### src/rtl/ro_freq_counter.sv
// Ring-oscillator frequency counter: counts synchronized osc_in rises over gate_len clk cycles.
// Result and done arrive gate_len+1 cycles after start is accepted; start is ignored while busy.
module ro_freq_counter #(
    parameter int CNT_W  = 16,
    parameter int GATE_W = 16
) (
    input  logic              clk,
    input  logic              rst,
    input  logic              osc_in,
    input  logic              start,
    input  logic [GATE_W-1:0] gate_len,
    input  logic [1:0]        byte_sel,
    output logic [CNT_W-1:0]  count,
    output logic [7:0]        count_byte,
    output logic              done,
    output logic              busy,
    output logic              overflow
);

    typedef enum logic [1:0] {
        IDLE    = 2'd0,
        MEASURE = 2'd1,
        DONE    = 2'd2
    } state_e;

    state_e             state_q, state_d;
    logic               s1_q, s2_q, s3_q;
    logic [GATE_W-1:0]  gate_cnt_q, gate_cnt_d;
    logic [CNT_W-1:0]   edge_cnt_q, edge_cnt_d;
    logic [CNT_W-1:0]   count_q, count_d;
    logic               sat_q, sat_d;
    logic               ovf_q, ovf_d;
    logic               rise;
    logic               edge_max;
    logic [31:0]        count_ext;

    assign rise     = s2_q & ~s3_q;
    assign edge_max = &edge_cnt_q;

    always_ff @(posedge clk) begin
        if (rst) begin
            s1_q       <= 1'b0;
            s2_q       <= 1'b0;
            s3_q       <= 1'b0;
            state_q    <= IDLE;
            gate_cnt_q <= '0;
            edge_cnt_q <= '0;
            count_q    <= '0;
            sat_q      <= 1'b0;
            ovf_q      <= 1'b0;
        end else begin
            s1_q       <= osc_in;
            s2_q       <= s1_q;
            s3_q       <= s2_q;
            state_q    <= state_d;
            gate_cnt_q <= gate_cnt_d;
            edge_cnt_q <= edge_cnt_d;
            count_q    <= count_d;
            sat_q      <= sat_d;
            ovf_q      <= ovf_d;
        end
    end

    always_comb begin
        state_d    = state_q;
        gate_cnt_d = gate_cnt_q;
        edge_cnt_d = edge_cnt_q;
        count_d    = count_q;
        sat_d      = sat_q;
        ovf_d      = ovf_q;
        case (state_q)
            IDLE: begin
                if (start) begin
                    edge_cnt_d = '0;
                    sat_d      = 1'b0;
                    if (gate_len != '0) begin
                        gate_cnt_d = gate_len;
                        state_d    = MEASURE;
                    end else begin
                        count_d = '0;
                        ovf_d   = 1'b0;
                        state_d = DONE;
                    end
                end
            end
            MEASURE: begin
                if (rise) begin
                    if (edge_max) begin
                        sat_d = 1'b1;
                    end else begin
                        edge_cnt_d = edge_cnt_q + 1'b1;
                    end
                end
                gate_cnt_d = gate_cnt_q - 1'b1;
                // Result registers load on the way into DONE so they are visible with done.
                if (gate_cnt_q == GATE_W'(1)) begin
                    count_d = edge_cnt_d;
                    ovf_d   = sat_d;
                    state_d = DONE;
                end
            end
            DONE: begin
                state_d = IDLE;
            end
            default: begin
                state_d = IDLE;
            end
        endcase
    end

    always_comb begin
        count_ext              = '0;
        count_ext[CNT_W-1:0]   = count_q;
    end

    assign count_byte = count_ext[{byte_sel, 3'b000} +: 8];
    assign count      = count_q;
    assign overflow   = ovf_q;
    assign done       = (state_q == DONE);
    assign busy       = (state_q != IDLE);

endmodule

### config.mk
export PLATFORM = sky130hd
export DESIGN_NAME = ro_freq_counter
export DESIGN_NICKNAME = d
export VERILOG_FILES = /design/src/rtl/ro_freq_counter.sv
export SDC_FILE = /design/constraint.sdc
export NUM_CORES = 1
export LEC_CHECK = 0
export CAP_MARGIN = 20
export CORE_ASPECT_RATIO = 0.9
export CORE_MARGIN = 4
export CORE_UTILIZATION = 35
export DETAILED_ROUTE_END_ITERATION = 10
export PLACE_DENSITY_LB_ADDON = 0.25
export SYNTH_ARGS = -nofsm -noshare
export SYNTH_HDL_FRONTEND = slang
export SYNTH_SLANG_ARGS = --single-unit
### constraint.sdc
create_clock -name clk -period 1.8 [get_ports clk]
set_input_delay 0.36 -clock clk [delete_from_list [all_inputs] [get_ports clk]]
set_output_delay 0.36 -clock clk [all_outputs]
set_load 0.005 [all_outputs]
==> metrics <==
outcome finished with violations; failing checks setup timing; ranking of synthesized cells by instance count nand2_1, dfxtp_1, nor2_1; top post-synthesis cells by area dfxtp_1, nand2_1, a21oi_1; Hold Crit Class in2reg; crit end category flip-flop; EDFF count, synth 0; first-pass GRT wire length 16.13 mm; RSZ-0062 raised after global routing true; CTS tree done; First DRT Iteration DRCs 211; DRT Pass-1 Iters 5; HPWL Detailed 7.205 mm; CP max FO 9; port bufs 48; static leakage 1.988 nW; Global Route met3 Usage 0.02668; final setup fails 19; FP Rows 32; cts hold-fix bufs 0; Worst Path Required 2.06 ns; Netlist cell types 61; vias in the first global route 3207; largest net degree at the start of global routing 36; routed wire length per instance 16.29 um; reg2reg setup slack -0.10 ns; measured slew at the worst slew-check pin 0.5591 ns; Setup Crit Path Kind reg2reg; met1 usage 0.2756; Initial Util 0.3582; Area Growth Syn to Fin 55.69%; via/cell ratio 5.469; Clk Tree Root Cell clkbuf_8; Yosys reg bits 55; Hold Slack 0.4460 ns; post-layout minimum cycle time 1.904 ns; P per Cell Area 610.4 mW/mm2; Async S/R FF share, synth 0; Remaining DRCs 0; reg2reg path depth 6; chip height 96.84 um; via count 3500; top_reg_cell synth dfxtp_1; Net Count, Synth 421; mapped cell area 0.003069 mm2; Placer Congestion 0.9231; n_diodes 0; mean area per synthesized cell 7.750 um2; WP data arrival 2.16 ns; total power 2.917 mW; Worst Hold Path Cells 3; final antenna-violating net count 0; # IOs 49; layer with the highest usage met2; die area 0.01033 mm2; GR Util met2 0.2880; Core Box Area 0.008568 mm2; VDD IR max 0.4026 mV; CTS H-tree depth 2; clock net sink count 55; DIE WIDTH 106.7 um; max-cap viol count 0; PnR worst setup slack -0.1042 ns; synth warn 0; Finished Cell Area 0.004778 mm2; worst-skew pair later-pin latency 0.33 ns; Clock transition at path regs 0.12 ns; Clock Tree Buf Depth 2; final global-route overflow total 0; sequential area share after synthesis 0.3587; Final nets 545; Mapped Cells 396; total CTS buffers 5; total wire length 10.43 mm; Setup crit start kind flip-flop; initial antenna violation count 0; Synth top area share 0.3587; clk_skew 0.02279 ns; layout cells sized above 1 0.3340; area leader, netlist dfxtp_1; Max Clk Rate 525.2 MHz; Hold Fails Final Rpt 0; instance area at placement 0.004250 mm2; Slew Limit Fails 0; final worst path period share 1.058; top-count cell post-synth nand2_1; GRT Overall Usage 0.1894; setup tns final -1.571 ns; Rel. slew slack 0.6233; fill count 823
==> layout by cell type (no fill, tap or decap), drive strengths merged, types with 3 or more instances in the layout <==
cell type	n
a211oi	6
a21oi	35
a311oi	3
a31oi	4
and2	3
and3	3
buf	92
clkbuf	5
clkdlybuf4s50	25
dfxtp	55
dlygate4sd2	12
dlymetal6s2s	11
ha	3
inv	7
mux2i	14
nand2	63
nand2b	3
nand3	8
nand4	12
nor2	36
nor2b	7
nor3	9
nor4	13
o211ai	3
o21ai	38
o31a	3
o31ai	3
or2	3
or4	6
xor2	3
==> metrics by stage <==
stage | cells | setup WS (ns) | util
2_1_floorplan | 396 | -0.03969 | -
3_3_place_gp | 618 | -0.6675 | 0.4961
3_5_place_dp | 618 | -0.6950 | 0.4961
4_1_cts | 634 | -0.1252 | 0.5280
5_1_grt | 640 | -0.2047 | 0.5577
6_report | 640 | -0.1042 | 0.5577
==> cells by family after synthesis <==
| kind of cell | Yosys count | share of synthesized area |
|---|---|---|
| AOI/OAI and AO/OA | 111 | 0.2344 |
| xor gates and xnor gates | 5 | 0.01427 |
| adders and majority gates | 3 | 0.01223 |
| buffers and inverters | 30 | 0.04076 |
| DFF | 55 | 0.3587 |
| muxes | 14 | 0.04566 |
| and+or+nand+nor | 178 | 0.2939 |
==> sequential cells by signal, indices dropped and copies added, names as in the netlist <==
register and flops:
s1_q 1, gate_cnt_q 16, count 16, overflow 1, s3_q 1, sat_q 1
s2_q 1, state_q 2, edge_cnt_q 16
==> worst paths after layout <==
| kind | from | to |
|---|---|---|
| max | gate_cnt_q[5]$_SDFFE_PP0P_ | count[9]$_SDFFE_PP0P_ |
| min | gate_len[4] | gate_cnt_q[4]$_SDFFE_PP0P_ |
| max reg2reg | gate_cnt_q[5]$_SDFFE_PP0P_ | count[9]$_SDFFE_PP0P_ |
| min reg2reg | s1_q$_SDFF_PP0_ | s2_q$_SDFF_PP0_ |
==> final cells by class <==
type / instances / area (um2) / area share
Clock inverter: 3 / 23.77 / 0.004975
Inverter: 6 / 22.52 / 0.004713
Tap cell: 119 / 148.9 / 0.03116
Sequential cell: 55 / 1126 / 0.2357
Clock buffer: 5 / 68.82 / 0.01440
Timing Repair Buffer: 140 / 1219 / 0.2550
Multi-Input combinational cell: 312 / 2170 / 0.4540
==> per-layer routing <==
| metal | vias up | share of wire |
|---|---|---|
| met4 | 0 | 0.020 |
| met1 | 1650 | 0.47 |
| met3 | 21 | 0.052 |
| met5 | - | 0 |
| met2 | 126 | 0.45 |
| li1 | 1703 | - |
==> where the power goes <==
part	internal, mW	total, mW	leakage [nW]	switching [mW]
Combinational	0.408	0.893	1.48	0.485
Clock	0.281	0.731	0.0486	0.450
Sequential	1.26	1.29	0.455	0.0279
Total	1.95	2.92	1.99	0.963
==> critical path: stages, from the launching register on <==
cell and delay (ns):
dfxtp_2 0.35, or4_4 0.55, nor4_4 0.36, a22oi_2 0.08
or2_0 0.22, buf_6 0.16, o21ai_2 0.11
==> what timing repair did <==
item,CTS,global route
gates cloned,1,1
buffers inserted,7,5
gates resized for setup,37,56
pin swaps,8,28
endpoints found under the setup margin,51,50
Power figures use the tool's default switching activity.
